===== src/rtl/pic_alu_seq_pkg.sv =====
// Shared constants for the registered PIC ALU: function codes, STATUS bit positions, FSM states.
// Latency: n/a (declarations only).
// Backpressure: n/a.
package pic_alu_seq_pkg;

  localparam int ALU_FUNC_WIDTH = 5;

  // ALU function codes driven by the decode stage
  localparam logic [ALU_FUNC_WIDTH-1:0] ALU_IDLE   = 5'd0;
  localparam logic [ALU_FUNC_WIDTH-1:0] ALU_ADDWF  = 5'd1;
  localparam logic [ALU_FUNC_WIDTH-1:0] ALU_SUBWF  = 5'd2;
  localparam logic [ALU_FUNC_WIDTH-1:0] ALU_ANDWF  = 5'd3;
  localparam logic [ALU_FUNC_WIDTH-1:0] ALU_COMF   = 5'd4;
  localparam logic [ALU_FUNC_WIDTH-1:0] ALU_DECF   = 5'd5;
  localparam logic [ALU_FUNC_WIDTH-1:0] ALU_INCF   = 5'd6;
  localparam logic [ALU_FUNC_WIDTH-1:0] ALU_IORWF  = 5'd7;
  localparam logic [ALU_FUNC_WIDTH-1:0] ALU_MOVF   = 5'd8;
  localparam logic [ALU_FUNC_WIDTH-1:0] ALU_RLF    = 5'd9;
  localparam logic [ALU_FUNC_WIDTH-1:0] ALU_RRF    = 5'd10;
  localparam logic [ALU_FUNC_WIDTH-1:0] ALU_SWAPF  = 5'd11;
  localparam logic [ALU_FUNC_WIDTH-1:0] ALU_XORWF  = 5'd12;
  localparam logic [ALU_FUNC_WIDTH-1:0] ALU_BCF    = 5'd13;
  localparam logic [ALU_FUNC_WIDTH-1:0] ALU_BSF    = 5'd14;
  localparam logic [ALU_FUNC_WIDTH-1:0] ALU_ANDLW  = 5'd15;
  localparam logic [ALU_FUNC_WIDTH-1:0] ALU_IORLW  = 5'd16;
  localparam logic [ALU_FUNC_WIDTH-1:0] ALU_XORLW  = 5'd17;
  localparam logic [ALU_FUNC_WIDTH-1:0] ALU_DECFSZ = 5'd18;
  localparam logic [ALU_FUNC_WIDTH-1:0] ALU_INCFSZ = 5'd19;
  localparam logic [ALU_FUNC_WIDTH-1:0] ALU_BTFSC  = 5'd20;
  localparam logic [ALU_FUNC_WIDTH-1:0] ALU_BTFSS  = 5'd21;
  localparam logic [ALU_FUNC_WIDTH-1:0] ALU_MUL    = 5'd22;

  // Bit positions inside the {Z,DC,C} flag register
  localparam int ALU_STATUS_Z  = 2;
  localparam int ALU_STATUS_DC = 1;
  localparam int ALU_STATUS_C  = 0;

  typedef enum logic [1:0] {
    ST_IDLE = 2'd0,
    ST_EXEC = 2'd1,
    ST_MUL  = 2'd2,
    ST_DONE = 2'd3
  } state_e;

endpackage


===== src/rtl/pic_alu_seq_if.sv =====
// Decode-stage <-> ALU bundle: start/ready/done handshake, operands and registered results.
// Latency: n/a (wires only).
// Backpressure: master may only launch when ready=1; starts while busy are dropped.
interface pic_alu_seq_if #(
  parameter int DATA_WIDTH = 8,
  parameter int SEL_WIDTH  = 3
);
  import pic_alu_seq_pkg::*;

  logic                      start;
  logic [ALU_FUNC_WIDTH-1:0] funcIn;
  logic [DATA_WIDTH-1:0]     wIn;
  logic [DATA_WIDTH-1:0]     fIn;
  logic [DATA_WIDTH-1:0]     lIn;
  logic [SEL_WIDTH-1:0]      bitSel;
  logic                      statusLoad;
  logic [2:0]                statusDin;
  logic                      ready;
  logic                      done;
  logic [DATA_WIDTH-1:0]     aluResultOut;
  logic [DATA_WIDTH-1:0]     aluResultHi;
  logic                      aluSkip;
  logic [2:0]                aluStatusOut;

  modport master (
    output start, funcIn, wIn, fIn, lIn, bitSel, statusLoad, statusDin,
    input  ready, done, aluResultOut, aluResultHi, aluSkip, aluStatusOut
  );

  modport slave (
    input  start, funcIn, wIn, fIn, lIn, bitSel, statusLoad, statusDin,
    output ready, done, aluResultOut, aluResultHi, aluSkip, aluStatusOut
  );

endinterface


===== src/rtl/pic_alu_seq_mul.sv =====
// Iterative shift-add unsigned multiplier, one multiplier bit per cycle.
// Latency: done strobes combinationally in the DATA_WIDTH-th cycle after start; product valid with it.
// Backpressure: none; caller must not restart while busy (a start simply reloads the operands).
module alu_mul_iter #(
  parameter int DATA_WIDTH = 8
) (
  input  logic                    clk,
  input  logic                    rst,
  input  logic                    start,
  input  logic [DATA_WIDTH-1:0]   a,
  input  logic [DATA_WIDTH-1:0]   b,
  output logic                    done,
  output logic [2*DATA_WIDTH-1:0] product
);
  localparam int W  = DATA_WIDTH;
  localparam int CW = $clog2(DATA_WIDTH + 1);

  logic          busy_q, busy_d;
  logic [CW-1:0] cnt_q, cnt_d;
  logic [W-1:0]  mcand_q, mcand_d;
  logic [2*W-1:0] prod_q, prod_d;
  logic [W:0]    sum;

  // Product register holds {partial_hi, remaining multiplier bits}; each step adds and shifts right.
  always_comb begin
    busy_d  = busy_q;
    cnt_d   = cnt_q;
    mcand_d = mcand_q;
    prod_d  = prod_q;
    done    = 1'b0;
    sum     = {1'b0, prod_q[2*W-1:W]} + (prod_q[0] ? {1'b0, mcand_q} : '0);
    if (start) begin
      busy_d  = 1'b1;
      cnt_d   = CW'(DATA_WIDTH);
      mcand_d = a;
      prod_d  = {{W{1'b0}}, b};
    end else if (busy_q) begin
      prod_d = {sum, prod_q[W-1:1]};
      cnt_d  = cnt_q - CW'(1);
      if (cnt_q == CW'(1)) begin
        busy_d = 1'b0;
        done   = 1'b1;
      end
    end
    product = prod_d;
  end

  // Iteration state; reset aborts any multiply in flight.
  always_ff @(posedge clk or posedge rst) begin
    if (rst) begin
      busy_q  <= 1'b0;
      cnt_q   <= '0;
      mcand_q <= '0;
      prod_q  <= '0;
    end else begin
      busy_q  <= busy_d;
      cnt_q   <= cnt_d;
      mcand_q <= mcand_d;
      prod_q  <= prod_d;
    end
  end

endmodule


===== src/rtl/pic_alu_seq.sv =====
// Registered PIC ALU with STATUS {Z,DC,C} ownership, skip-test ops and iterative MUL.
// Latency: single-cycle ops done 1 cycle after acceptance; MUL done DATA_WIDTH+1 cycles after.
// Backpressure: ready low while busy (ready again in MUL's done cycle); starts while busy are ignored.
module pic_alu_seq
  import pic_alu_seq_pkg::*;
#(
  parameter int DATA_WIDTH = 8,
  parameter int SEL_WIDTH  = 3
) (
  input  logic          clk,
  input  logic          rst,
  pic_alu_seq_if.slave  bus
);
  localparam int W = DATA_WIDTH;

  state_e         state_q, state_d;
  logic [W-1:0]   result_q, result_d;
  logic [W-1:0]   hi_q, hi_d;
  logic           skip_q, skip_d;
  logic           done_q, done_d;
  logic [2:0]     flags_q, flags_d;

  logic           ready, accept, is_mul;
  logic           mul_done;
  logic [2*W-1:0] mul_prod;
  logic [W:0]     add_full;
  logic [4:0]     add_nib;
  logic [W-1:0]   op_res;
  logic [2:0]     op_flags;
  logic           op_skip, z_upd;

  // MUL's DONE cycle also accepts, so a new op can launch while done is high.
  assign ready    = (state_q == ST_IDLE) || (state_q == ST_DONE);
  assign accept   = bus.start && ready;
  assign is_mul   = (bus.funcIn == ALU_MUL);
  assign add_full = {1'b0, bus.fIn} + {1'b0, bus.wIn};
  assign add_nib  = {1'b0, bus.fIn[3:0]} + {1'b0, bus.wIn[3:0]};

  alu_mul_iter #(.DATA_WIDTH(DATA_WIDTH)) u_mul (
    .clk     (clk),
    .rst     (rst),
    .start   (accept && is_mul),
    .a       (bus.fIn),
    .b       (bus.wIn),
    .done    (mul_done),
    .product (mul_prod)
  );

  // Single-cycle op datapath: result, updated flags and skip from the live operands.
  always_comb begin
    op_res   = '0;
    op_flags = flags_q;
    op_skip  = 1'b0;
    z_upd    = 1'b0;
    case (bus.funcIn)
      ALU_ADDWF: begin
        op_res = add_full[W-1:0];
        op_flags[ALU_STATUS_C]  = add_full[W];
        op_flags[ALU_STATUS_DC] = add_nib[4];
        z_upd = 1'b1;
      end
      ALU_SUBWF: begin
        op_res = bus.fIn - bus.wIn;
        op_flags[ALU_STATUS_C]  = (bus.fIn >= bus.wIn);
        op_flags[ALU_STATUS_DC] = (bus.fIn[3:0] >= bus.wIn[3:0]);
        z_upd = 1'b1;
      end
      ALU_ANDWF: begin op_res = bus.fIn & bus.wIn; z_upd = 1'b1; end
      ALU_IORWF: begin op_res = bus.fIn | bus.wIn; z_upd = 1'b1; end
      ALU_XORWF: begin op_res = bus.fIn ^ bus.wIn; z_upd = 1'b1; end
      ALU_ANDLW: begin op_res = bus.lIn & bus.wIn; z_upd = 1'b1; end
      ALU_IORLW: begin op_res = bus.lIn | bus.wIn; z_upd = 1'b1; end
      ALU_XORLW: begin op_res = bus.lIn ^ bus.wIn; z_upd = 1'b1; end
      ALU_COMF:  begin op_res = ~bus.fIn;          z_upd = 1'b1; end
      ALU_INCF:  begin op_res = bus.fIn + W'(1);   z_upd = 1'b1; end
      ALU_DECF:  begin op_res = bus.fIn - W'(1);   z_upd = 1'b1; end
      ALU_MOVF:  begin op_res = bus.fIn;           z_upd = 1'b1; end
      ALU_INCFSZ: begin op_res = bus.fIn + W'(1); op_skip = (op_res == '0); end
      ALU_DECFSZ: begin op_res = bus.fIn - W'(1); op_skip = (op_res == '0); end
      ALU_SWAPF: begin
        op_res      = bus.fIn;
        op_res[7:4] = bus.fIn[3:0];
        op_res[3:0] = bus.fIn[7:4];
      end
      ALU_BCF: begin op_res = bus.fIn; op_res[bus.bitSel] = 1'b0; end
      ALU_BSF: begin op_res = bus.fIn; op_res[bus.bitSel] = 1'b1; end
      ALU_BTFSC: begin op_res = bus.fIn; op_skip = ~bus.fIn[bus.bitSel]; end
      ALU_BTFSS: begin op_res = bus.fIn; op_skip = bus.fIn[bus.bitSel]; end
      ALU_RLF: begin
        op_res = {bus.fIn[W-2:0], flags_q[ALU_STATUS_C]};
        op_flags[ALU_STATUS_C] = bus.fIn[W-1];
      end
      ALU_RRF: begin
        op_res = {flags_q[ALU_STATUS_C], bus.fIn[W-1:1]};
        op_flags[ALU_STATUS_C] = bus.fIn[0];
      end
      default: op_res = '0;
    endcase
    if (z_upd) op_flags[ALU_STATUS_Z] = (op_res == '0);
  end

  // Next-state logic for the sequencer.
  always_comb begin
    state_d = state_q;
    case (state_q)
      ST_IDLE, ST_DONE: begin
        if (accept) state_d = is_mul ? ST_MUL : ST_EXEC;
        else        state_d = ST_IDLE;
      end
      ST_EXEC: state_d = ST_IDLE;
      ST_MUL:  if (mul_done) state_d = ST_DONE;
      default: state_d = ST_IDLE;
    endcase
  end

  // Output/flag register updates; a direct STATUS write overrides any ALU flag update.
  always_comb begin
    result_d = result_q;
    hi_d     = hi_q;
    skip_d   = skip_q;
    flags_d  = flags_q;
    done_d   = 1'b0;
    if (accept && !is_mul) begin
      result_d = op_res;
      hi_d     = '0;
      skip_d   = op_skip;
      flags_d  = op_flags;
      done_d   = 1'b1;
    end else if (mul_done) begin
      result_d = mul_prod[W-1:0];
      hi_d     = mul_prod[2*W-1:W];
      skip_d   = 1'b0;
      flags_d[ALU_STATUS_Z] = (mul_prod == '0);
      flags_d[ALU_STATUS_C] = (mul_prod[2*W-1:W] != '0);
      done_d   = 1'b1;
    end
    if (bus.statusLoad) flags_d = bus.statusDin;
  end

  // State and output registers.
  always_ff @(posedge clk or posedge rst) begin
    if (rst) begin
      state_q  <= ST_IDLE;
      result_q <= '0;
      hi_q     <= '0;
      skip_q   <= 1'b0;
      done_q   <= 1'b0;
      flags_q  <= 3'b000;
    end else begin
      state_q  <= state_d;
      result_q <= result_d;
      hi_q     <= hi_d;
      skip_q   <= skip_d;
      done_q   <= done_d;
      flags_q  <= flags_d;
    end
  end

  assign bus.ready        = ready;
  assign bus.done         = done_q;
  assign bus.aluResultOut = result_q;
  assign bus.aluResultHi  = hi_q;
  assign bus.aluSkip      = skip_q;
  assign bus.aluStatusOut = flags_q;

endmodule


===== src/flat_wrapper.sv =====
// flat-port wrapper written by rule: the top's interface ports become plain ports
module pic_alu_seq_flat import pic_alu_seq_pkg::*;
#(
  parameter int DATA_WIDTH = 8,
  parameter int SEL_WIDTH  = 3
)
  (clk, rst, bus_start, bus_funcIn, bus_wIn, bus_fIn, bus_lIn, bus_bitSel, bus_statusLoad, bus_statusDin, bus_ready, bus_done, bus_aluResultOut, bus_aluResultHi, bus_aluSkip, bus_aluStatusOut);
  pic_alu_seq_if #(.DATA_WIDTH(DATA_WIDTH), .SEL_WIDTH(SEL_WIDTH)) bus_i ();
  input  logic clk;
  input  logic rst;
  input wire logic [$bits(bus_i.start)-1:0] bus_start;
  input wire logic [$bits(bus_i.funcIn)-1:0] bus_funcIn;
  input wire logic [$bits(bus_i.wIn)-1:0] bus_wIn;
  input wire logic [$bits(bus_i.fIn)-1:0] bus_fIn;
  input wire logic [$bits(bus_i.lIn)-1:0] bus_lIn;
  input wire logic [$bits(bus_i.bitSel)-1:0] bus_bitSel;
  input wire logic [$bits(bus_i.statusLoad)-1:0] bus_statusLoad;
  input wire logic [$bits(bus_i.statusDin)-1:0] bus_statusDin;
  output wire logic [$bits(bus_i.ready)-1:0] bus_ready;
  output wire logic [$bits(bus_i.done)-1:0] bus_done;
  output wire logic [$bits(bus_i.aluResultOut)-1:0] bus_aluResultOut;
  output wire logic [$bits(bus_i.aluResultHi)-1:0] bus_aluResultHi;
  output wire logic [$bits(bus_i.aluSkip)-1:0] bus_aluSkip;
  output wire logic [$bits(bus_i.aluStatusOut)-1:0] bus_aluStatusOut;
  assign bus_i.start = bus_start;
  assign bus_i.funcIn = bus_funcIn;
  assign bus_i.wIn = bus_wIn;
  assign bus_i.fIn = bus_fIn;
  assign bus_i.lIn = bus_lIn;
  assign bus_i.bitSel = bus_bitSel;
  assign bus_i.statusLoad = bus_statusLoad;
  assign bus_i.statusDin = bus_statusDin;
  assign bus_ready = bus_i.ready;
  assign bus_done = bus_i.done;
  assign bus_aluResultOut = bus_i.aluResultOut;
  assign bus_aluResultHi = bus_i.aluResultHi;
  assign bus_aluSkip = bus_i.aluSkip;
  assign bus_aluStatusOut = bus_i.aluStatusOut;
  pic_alu_seq #(.DATA_WIDTH(DATA_WIDTH), .SEL_WIDTH(SEL_WIDTH)) u_core (.clk(clk), .rst(rst), .bus(bus_i));
endmodule

===== config.mk =====
export PLATFORM = sky130hd
export DESIGN_NAME = pic_alu_seq_flat
export DESIGN_NICKNAME = d
export VERILOG_FILES = /design/src/rtl/pic_alu_seq_pkg.sv /design/src/rtl/pic_alu_seq_if.sv /design/src/rtl/pic_alu_seq_mul.sv /design/src/rtl/pic_alu_seq.sv /design/src/flat_wrapper.sv
export SDC_FILE = /design/constraint.sdc
export NUM_CORES = 1
export LEC_CHECK = 0
export CAP_MARGIN = 30
export CORE_ASPECT_RATIO = 0.75
export CORE_UTILIZATION = 55
export CTS_CLUSTER_DIAMETER = 50
export CTS_CLUSTER_SIZE = 12
export DETAILED_ROUTE_END_ITERATION = 10
export HOLD_SLACK_MARGIN = 0.05
export PLACE_DENSITY = 0.85
export SKIP_LAST_GASP = 1
export SYNTH_ARGS = -nofsm -noshare
export SYNTH_HDL_FRONTEND = slang
export SYNTH_SLANG_ARGS = --single-unit

===== constraint.sdc =====
create_clock -name clk -period 7.35 [get_ports clk]
set_clock_uncertainty 0.05 [all_clocks]
set_input_delay 1.47 -clock clk [delete_from_list [all_inputs] [get_ports clk]]
set_output_delay 1.47 -clock clk [all_outputs]
set_load 0.03 [all_outputs]

==> impl_metrics.xml, run 1 <==
<?xml version="1.0" encoding="UTF-8"?>
<metrics>
  <group name="run_status">
    <metric name="run_status" unit="">complete, no violations</metric>
  </group>
  <group name="cells_and_area">
    <metric name="finalCoreUtilization" unit="%">65.3</metric>
    <metric name="layout-drive-gt1-share" unit="%">8.02</metric>
    <metric name="multi_input_comb_area" unit="sq um">3750</metric>
    <metric name="mostFrequentLayoutCells" unit="">nand2_1 (60), clkdlybuf4s50_1 (60), dfrtp_1 (52)</metric>
    <metric name="area_growth_syn_to_layout" unit="%">15.6</metric>
    <metric name="seq_area" unit="sq um">1300</metric>
    <metric name="num_antenna_cells" unit="">0</metric>
    <metric name="finish.cell_count_without_fillers" unit="">843</metric>
    <metric name="final_nets" unit="">784</metric>
    <metric name="num-fill-cells" unit="">781</metric>
  </group>
  <group name="grt">
    <metric name="wire_length_of_the_first_global_routing_pass" unit="mm">31.2</metric>
    <metric name="antenna_found_initial" unit="">0</metric>
    <metric name="grt_use_total" unit="%">40.8</metric>
    <metric name="grt_overflow" unit="">0</metric>
    <metric name="globalRouteMet2Util" unit="%">58.8</metric>
    <metric name="grt_start_max_net_pins" unit="">37</metric>
    <metric name="grt_most_used_layer" unit="">met2</metric>
    <metric name="grt_use_met1" unit="%">56.9</metric>
    <metric name="grt_pass1_vias" unit="">5477</metric>
    <metric name="grtUsageMet3" unit="%">15.7</metric>
  </group>
  <group name="detailed_routing">
    <metric name="antenna_violating_nets_post_route" unit="">0</metric>
    <metric name="drt_iter0_markers" unit="">733</metric>
    <metric name="total_vias_in_the_final_route" unit="">5858</metric>
    <metric name="firstDrtPassIters" unit="">7</metric>
    <metric name="detail_route.drc_violations" unit="">0</metric>
    <metric name="per_cell_via_count_in_the_routed_design" unit="">6.95</metric>
    <metric name="route.detailed.wl_per_inst" unit="um">24.4</metric>
    <metric name="drt_wl_total" unit="mm">20.5</metric>
  </group>
  <group name="floorplanning">
    <metric name="placementRows" unit="">31</metric>
    <metric name="fp.dieArea" unit="sq um">10300</metric>
    <metric name="chipHeight" unit="um">88.3</metric>
    <metric name="start_util" unit="%">56.5</metric>
    <metric name="core" unit="sq um">9660</metric>
    <metric name="io_pins" unit="">61</metric>
    <metric name="die-width" unit="um">117</metric>
  </group>
  <group name="power_and_ir_drop">
    <metric name="internal-power" unit="mW">0.778</metric>
    <metric name="power.share.combinational" unit="%">47.7</metric>
    <metric name="p_sw_share" unit="%">41.7</metric>
    <metric name="power_switching" unit="mW">0.556</metric>
    <metric name="pwr-share-clk" unit="%">19.9</metric>
    <metric name="power_density" unit="nW/um^2">211</metric>
    <metric name="power.sequential.fraction" unit="%">32.3</metric>
    <metric name="p_total" unit="mW">1.33</metric>
    <metric name="vdd.ir_drop.worst" unit="mV">0.226</metric>
    <metric name="leakage" unit="nW">2.58</metric>
  </group>
  <group name="logic_synthesis">
    <metric name="yosys_warnings" unit="">0</metric>
    <metric name="postSynthAreaPerCell" unit="sq um">8.11</metric>
    <metric name="synth_cell_area" unit="sq um">5460</metric>
    <metric name="yosysUniqueCellTypes" unit="">87</metric>
    <metric name="ys_ff_latch" unit="">52</metric>
    <metric name="postSynthNetCount" unit="">747</metric>
    <metric name="synth-seq-area-share" unit="%">23.8</metric>
    <metric name="async_s_r_ff_share_synth" unit="%">100</metric>
    <metric name="post_synth_inst_count" unit="">673</metric>
    <metric name="synth_edf_count" unit="">0</metric>
    <metric name="synth_top_flop_cell" unit="">dfrtp_1</metric>
  </group>
  <group name="setup_path">
    <metric name="cpMaxStageDelayCell" unit="">clkdlybuf4s50_1</metric>
    <metric name="timing.rr.start" unit="">u_core.u_mul.prod_q[0]$_DFF_PP0_</metric>
    <metric name="timing.critical_path.buf_inv" unit="">3</metric>
    <metric name="timing.critical_path.from_type" unit="">input pin</metric>
    <metric name="endpoint_kind" unit="">register</metric>
    <metric name="crit_type" unit="">input pin to register</metric>
    <metric name="crit_chain" unit="">clkdlybuf4s50_1 &gt; inv_1 &gt; ha_1 &gt; inv_1 &gt; fa_1 &gt; a21o_1 &gt; a21o_1 &gt; a221oi_1 &gt; o2111ai_1 &gt; a211oi_1 &gt; and4_1 &gt; and4_1 &gt; a32o_1</metric>
    <metric name="worst_ep_required_time" unit="ps">7540</metric>
    <metric name="cp.arrival" unit="ps">5470</metric>
    <metric name="crit_fanout" unit="">16</metric>
    <metric name="critical_path.startpoint" unit="">bus_fIn[0]</metric>
    <metric name="timing.critical_path.slowest_cell_delay" unit="ps">840</metric>
    <metric name="cp_top_family" unit="">compound AO/OA/AOI/OAI gates</metric>
  </group>
  <group name="cts">
    <metric name="cts.sink_count" unit="">52</metric>
    <metric name="clock_transition_time_at_the_flip_flop_clock_pins_of_the_worst_setup_and_hold_paths" unit="ps">70</metric>
    <metric name="cts-root-to-sink-buffers" unit="">2</metric>
    <metric name="htree_num_levels" unit="">2</metric>
    <metric name="tritoncts" unit="">yes</metric>
    <metric name="cell_at_the_root_of_the_clock_tree" unit="">clkbuf_16</metric>
    <metric name="worstSkewPairLatency" unit="ps">300</metric>
    <metric name="post_cts_resize_count" unit="">0</metric>
    <metric name="cts_buffers" unit="">5</metric>
    <metric name="cts_hold_repair.buffers" unit="">0</metric>
    <metric name="cts_setup_buffers" unit="">0</metric>
  </group>
  <group name="place">
    <metric name="dp_hpwl" unit="mm">15.1</metric>
    <metric name="number_of_instances_in_the_placed_design" unit="">833</metric>
    <metric name="place.port_buffers" unit="">60</metric>
    <metric name="finalWeightedCongestion" unit="">1.05</metric>
  </group>
  <group name="sta">
    <metric name="setup_violations" unit="">0</metric>
    <metric name="max_freq" unit="MHz">189</metric>
    <metric name="timing.slew.headroom" unit="%">41.5</metric>
    <metric name="slew_violations" unit="">0</metric>
    <metric name="ratio_of_final_minimum_period_to_clock_period" unit="%">71.8</metric>
    <metric name="time_the_final_worst_path_needs_with_i_o_delays_and_setup" unit="ps">5280</metric>
    <metric name="rsz0062_at_grt" unit="">false</metric>
    <metric name="tns" unit="ps">0</metric>
    <metric name="timing_worst_slew_pin_value" unit="ps">875</metric>
    <metric name="timing.final.hold_violations" unit="">0</metric>
  </group>
  <group name="worst_hold_path">
    <metric name="worst_hold_startpoint" unit="">u_core.bus.aluResultHi[1]$_DFFE_PP0P_</metric>
    <metric name="hold_class" unit="">register to register</metric>
  </group>
  <group name="run">
    <metric name="max_cap_violations" unit="">0</metric>
  </group>
</metrics>
## cell families after synthesis
family / count (synthesis) / share of synthesized area [%]
fa+ha+maj: 35 / 8.44
flops: 52 / 23.8
buf+inv: 91 / 7.50
xor+xnor: 29 / 4.65
mux: 37 / 6.99
compound gates: 202 / 25.6
simple gates: 227 / 22.9
## worst paths after layout
path	endpoint	slack, ps	cells past startpoint
worst min register to register	u_core.bus.aluResultHi[1]$_DFFE_PP0P_	440	2
worst max-delay path	u_core.bus.aluStatusOut[2]$_DFFE_PP0P_	2070	13
worst max register to register	u_core.bus.aluStatusOut[2]$_DFFE_PP0P_	4070	11
min in group asynchronous	u_core.bus.aluResultOut[7]$_DFFE_PP0P_	1450	2
worst min-delay path	u_core.bus.aluResultHi[1]$_DFFE_PP0P_	440	2
max in group asynchronous	u_core.u_mul.mcand_q[6]$_DFFE_PP0P_	5270	3
## per-layer routing
layer / vias to the layer above / wire length (um) / part of all wire, %
li1: 2553 / - / -
met1: 2774 / 8430 / 41
met2: 472 / 8500 / 41
met3: 59 / 3060 / 15
met4: 0 / 546 / 2.7
met5: - / 0 / 0
## stage by stage
| stage | hold WS [ps] | instance area [sq um] | worst slack [ps] |
|---|---|---|---|
| after CTS | 447 | 6270 | 2210 |
| after global placement | 414 | 6080 | 2020 |
| after floorplan | 422 | 5460 | 3520 |
| after global routing | 466 | 6310 | 1970 |
| final | 441 | 6310 | 2070 |
| after detailed placement | 431 | 6100 | 1950 |
## worst min-delay path, stage by stage, from the launching register on
cell and delay, ps:
dfrtp_1 340, nand2_1 50, o21ai_0 60
## cells in the mapped netlist (4+ instances only)
library cell | count | area share (%)
nand2_1 | 60 | 4.1
dfrtp_1 | 52 | 24
a21oi_1 | 44 | 4.0
nor2_1 | 43 | 3.0
inv_1 | 42 | 2.9
o21ai_0 | 40 | 3.7
ha_1 | 32 | 7.3
mux2i_1 | 28 | 5.1
xnor2_1 | 22 | 3.5
clkbuf_1 | 20 | 1.4
nor3_1 | 18 | 1.7
nand3_1 | 16 | 1.5
buf_2 | 12 | 1.1
nand2b_1 | 11 | 1.3
o22ai_1 | 11 | 1.3
a221oi_1 | 9 | 1.4
a22oi_1 | 9 | 1.2
mux2_2 | 9 | 1.9
nor4_1 | 9 | 1.0
a211oi_1 | 8 | 1.1
and2_1 | 8 | 0.92
o221ai_1 | 8 | 1.3
o31ai_1 | 8 | 1.1
nand4_1 | 7 | 0.80
nor2b_1 | 7 | 0.80
o21a_1 | 7 | 0.96
xor2_1 | 7 | 1.1
a21o_1 | 6 | 0.83
o21bai_1 | 6 | 0.83
a221o_1 | 5 | 0.92
and4_1 | 5 | 0.80
buf_1 | 5 | 0.34
buf_6 | 5 | 1.0
nor3b_1 | 5 | 0.69
buf_4 | 4 | 0.55
nor2_2 | 4 | 0.46
o21ai_1 | 4 | 0.37
## power by group through the flow
stage / clock [mW] / combinational (mW) / sequential (mW)
after global placement: 0 / 0.583 / 0.424
after CTS: 0.266 / 0.619 / 0.428
after global routing: 0.277 / 0.683 / 0.438
final: 0.266 / 0.636 / 0.431
after floorplan: 0 / 0.383 / 0.450
after detailed placement: 0 / 0.609 / 0.432
## area by class of cell
type,count,area share (%)
Multi-Input combinational cell,530,59.5
Clock buffer,6,2.04
Timing Repair Buffer,76,12.0
Sequential cell,52,20.6
Inverter,45,2.68
Tap cell,132,2.62
Clock inverter,2,0.555
## sequential cells by signal (all words and copies together) (netlist names)
register	flops
u_core.u_mul.busy_q	1
u_core.u_mul.prod_q	16
u_core.bus.aluSkip	1
u_core.bus.done	1
u_core.state_q	2
u_core.u_mul.cnt_q	4
u_core.bus.aluStatusOut	3
u_core.bus.aluResultOut	8
u_core.bus.aluResultHi	8
u_core.u_mul.mcand_q	8
Power figures use the tool's default switching activity.
==> run 2: changes to the inputs <==
--- a/config.mk
+++ b/config.mk
@@ -7,12 +7,12 @@
 export LEC_CHECK = 0
 export CAP_MARGIN = 30
 export CORE_ASPECT_RATIO = 0.75
-export CORE_UTILIZATION = 55
+export CORE_UTILIZATION = 53
 export CTS_CLUSTER_DIAMETER = 50
 export CTS_CLUSTER_SIZE = 12
 export DETAILED_ROUTE_END_ITERATION = 10
 export HOLD_SLACK_MARGIN = 0.05
-export PLACE_DENSITY = 0.85
+export PLACE_DENSITY = 0.86
 export SKIP_LAST_GASP = 1
 export SYNTH_ARGS = -nofsm -noshare
 export SYNTH_HDL_FRONTEND = slang
==> constraint.sdc (replaced) <==
create_clock -name clk -period 4.8 [get_ports clk]
set_clock_uncertainty 0.05 [all_clocks]
set_input_delay 0.96 -clock clk [delete_from_list [all_inputs] [get_ports clk]]
set_output_delay 0.96 -clock clk [all_outputs]
set_load 0.03 [all_outputs]
==> run 2 against run 1 <==
Worst setup slack worse by 1400 ps. Largest cell class unchanged. Worst hold slack hardly changed. Register-to-register slack worse by 2600 ps. Wire length is 0.87% higher. Sequential share of layout area is 0.35 points lower. Critical path depth is 1 lower. Combinational power is 55% higher. Final cell count is 1.8% higher. Flip-flop and latch count stayed put.
==> impl_metrics.xml, run 2 (same netlist as run 1, synthesis figures left out) <==
<?xml version="1.0" encoding="UTF-8"?>
<metrics>
  <group name="run_status">
    <metric name="run_status" unit="">complete, no violations</metric>
  </group>
  <group name="power_and_ir_drop">
    <metric name="internal-power" unit="mW">1.21</metric>
    <metric name="power_switching" unit="mW">0.844</metric>
    <metric name="vdd.ir_drop.worst" unit="mV">0.322</metric>
    <metric name="power.sequential.fraction" unit="%">32.3</metric>
    <metric name="leakage" unit="nW">2.65</metric>
    <metric name="power_density" unit="nW/um^2">321</metric>
    <metric name="pwr-share-clk" unit="%">19.7</metric>
    <metric name="p_sw_share" unit="%">41.0</metric>
    <metric name="power.share.combinational" unit="%">47.9</metric>
  </group>
  <group name="setup_path">
    <metric name="crit_type" unit="">input pin to register</metric>
    <metric name="timing.rr.start" unit="">u_core.u_mul.prod_q[0]$_DFF_PP0_</metric>
    <metric name="worst_ep_required_time" unit="ps">4990</metric>
    <metric name="ff2ff_path_depth" unit="">11</metric>
    <metric name="slack_of_the_worst_reg_to_reg_path" unit="ps">1500</metric>
    <metric name="endpoint_kind" unit="">register</metric>
    <metric name="worst_r2r_endpoint" unit="">u_core.bus.aluStatusOut[2]$_DFFE_PP0P_</metric>
    <metric name="critical_path.startpoint" unit="">bus_wIn[0]</metric>
    <metric name="cp.arrival" unit="ps">4320</metric>
    <metric name="timing.critical_path.from_type" unit="">input pin</metric>
    <metric name="worstSetupEndpoint" unit="">u_core.bus.aluStatusOut[2]$_DFFE_PP0P_</metric>
    <metric name="crit_fanout" unit="">10</metric>
  </group>
  <group name="grt">
    <metric name="grtUsageMet3" unit="%">9.64</metric>
    <metric name="grt_overflow" unit="">0</metric>
    <metric name="globalRouteMet2Util" unit="%">58.3</metric>
    <metric name="wire_length_of_the_first_global_routing_pass" unit="mm">32.3</metric>
    <metric name="antenna_found_initial" unit="">0</metric>
    <metric name="grt_use_met1" unit="%">55.4</metric>
    <metric name="grt_pass1_vias" unit="">5623</metric>
    <metric name="grt_most_used_layer" unit="">met2</metric>
    <metric name="grt_use_total" unit="%">39.0</metric>
    <metric name="grt_start_max_net_pins" unit="">39</metric>
  </group>
  <group name="detailed_routing">
    <metric name="route.detailed.wl_per_inst" unit="um">24.1</metric>
    <metric name="per_cell_via_count_in_the_routed_design" unit="">6.95</metric>
    <metric name="detail_route.drc_violations" unit="">0</metric>
    <metric name="total_vias_in_the_final_route" unit="">5962</metric>
    <metric name="drt_wl_total" unit="mm">20.7</metric>
    <metric name="drt_iter0_markers" unit="">811</metric>
    <metric name="firstDrtPassIters" unit="">6</metric>
    <metric name="antenna_violating_nets_post_route" unit="">0</metric>
  </group>
  <group name="place">
    <metric name="postPlaceCellArea" unit="sq um">6230</metric>
    <metric name="place.port_buffers" unit="">60</metric>
    <metric name="dp_hpwl" unit="mm">15.4</metric>
    <metric name="pre_cts_slack" unit="ps">558</metric>
    <metric name="number_of_instances_in_the_placed_design" unit="">849</metric>
    <metric name="finalWeightedCongestion" unit="">1.02</metric>
  </group>
  <group name="sta">
    <metric name="setup_violations" unit="">0</metric>
    <metric name="timing_worst_slew_pin_value" unit="ps">767</metric>
    <metric name="finalWorstSetupSlack" unit="ps">665</metric>
    <metric name="max_freq" unit="MHz">242</metric>
    <metric name="timing.slew.headroom" unit="%">48.7</metric>
    <metric name="timing.final.hold_violations" unit="">0</metric>
    <metric name="tns" unit="ps">0</metric>
    <metric name="rsz0062_at_grt" unit="">false</metric>
    <metric name="ratio_of_final_minimum_period_to_clock_period" unit="%">86.1</metric>
    <metric name="slew_violations" unit="">0</metric>
    <metric name="time_the_final_worst_path_needs_with_i_o_delays_and_setup" unit="ps">4130</metric>
  </group>
  <group name="cts">
    <metric name="worstSkewPairLatency" unit="ps">290</metric>
    <metric name="cts_hold_repair.buffers" unit="">0</metric>
    <metric name="tritoncts" unit="">yes</metric>
    <metric name="clock_transition_time_at_the_flip_flop_clock_pins_of_the_worst_setup_and_hold_paths" unit="ps">70</metric>
    <metric name="cts_buffers" unit="">5</metric>
    <metric name="cell_at_the_root_of_the_clock_tree" unit="">clkbuf_16</metric>
    <metric name="cts_setup_buffers" unit="">0</metric>
    <metric name="htree_num_levels" unit="">2</metric>
    <metric name="cts.sink_count" unit="">52</metric>
    <metric name="post_cts_resize_count" unit="">0</metric>
    <metric name="cts-root-to-sink-buffers" unit="">2</metric>
  </group>
  <group name="floorplanning">
    <metric name="fp.dieArea" unit="sq um">10700</metric>
    <metric name="die-width" unit="um">119</metric>
    <metric name="placementRows" unit="">31</metric>
    <metric name="chipHeight" unit="um">89.9</metric>
    <metric name="core" unit="sq um">9810</metric>
    <metric name="start_util" unit="%">55.6</metric>
    <metric name="io_pins" unit="">61</metric>
  </group>
  <group name="worst_hold_path">
    <metric name="worst_hold_startpoint" unit="">u_core.bus.aluResultHi[4]$_DFFE_PP0P_</metric>
    <metric name="hold_class" unit="">register to register</metric>
  </group>
  <group name="cells_and_area">
    <metric name="finalCoreUtilization" unit="%">65.4</metric>
    <metric name="top_register" unit="">u_core.u_mul.prod_q</metric>
    <metric name="mostFrequentLayoutCells" unit="">nand2_1 (60), clkdlybuf4s50_1 (60), dfrtp_1 (52)</metric>
    <metric name="finish.cell_count_without_fillers" unit="">858</metric>
    <metric name="largest_register_ffs" unit="">16</metric>
    <metric name="num-fill-cells" unit="">832</metric>
    <metric name="finish.instance_area" unit="sq um">6420</metric>
    <metric name="num_antenna_cells" unit="">0</metric>
    <metric name="final_nets" unit="">799</metric>
    <metric name="area_growth_syn_to_layout" unit="%">17.6</metric>
    <metric name="layout-drive-gt1-share" unit="%">10.1</metric>
  </group>
  <group name="run">
    <metric name="max_cap_violations" unit="">0</metric>
  </group>
</metrics>
-- run 2: final cells by class --
type	count	area, sq um	share of cell area (%)
repair buffers	91	866	13.5
clock buffers	6	129	2.01
multi-input cells	530	3750	58.5
clock inverters	2	35.0	0.546
flip-flops and latches	52	1300	20.3
well taps	132	165	2.57
inverters	45	169	2.63
-- run 2: critical path, stage by stage --
cell and delay, ps:
clkdlybuf4s50_1 750, ha_1 270, inv_1 60, fa_1 390, o21bai_1 170, a21oi_1 150
a221oi_1 350, o2111ai_1 140, a211oi_1 390, and4_1 290, and4_1 230, a32o_1 170
-- run 2: through the flow --
step | power [mW] | hold slack, ps
5_1_grt | 2.16 | 467
4_1_cts | 2.01 | 442
3_3_place_gp | 1.55 | 418
6_report | 2.06 | 440
2_1_floorplan | 1.27 | 422
3_5_place_dp | 1.59 | 424
-- run 2: worst min-delay path by stage --
stage | end | slack [ps] | depth (start not counted)
floorplan | u_core.u_mul.mcand_q[7]$_DFFE_PP0P_ | 420 | 1
global placement | u_core.bus.aluResultHi[7]$_DFFE_PP0P_ | 420 | 2
detailed placement | u_core.bus.aluResultOut[3]$_DFFE_PP0P_ | 420 | 2
CTS | u_core.bus.aluResultHi[4]$_DFFE_PP0P_ | 440 | 2
global route | u_core.bus.aluResultHi[1]$_DFFE_PP0P_ | 470 | 2
finish | u_core.bus.aluResultHi[4]$_DFFE_PP0P_ | 440 | 2
-- run 2: power by group through the flow --
stage	Sequential [mW]	Clock (mW)	Combinational [mW]
2_1_floorplan	0.689	0	0.586
3_3_place_gp	0.685	0	0.862
3_5_place_dp	0.697	0	0.894
4_1_cts	0.694	0.404	0.908
5_1_grt	0.678	0.424	1.06
6_report	0.665	0.406	0.986
-- run 2: per-layer routing --
layer | vias to the layer above | wire, um
li1 | 2585 | -
met1 | 2806 | 8440
met2 | 486 | 8750
met3 | 85 | 2760
met4 | 0 | 769
met5 | - | 0
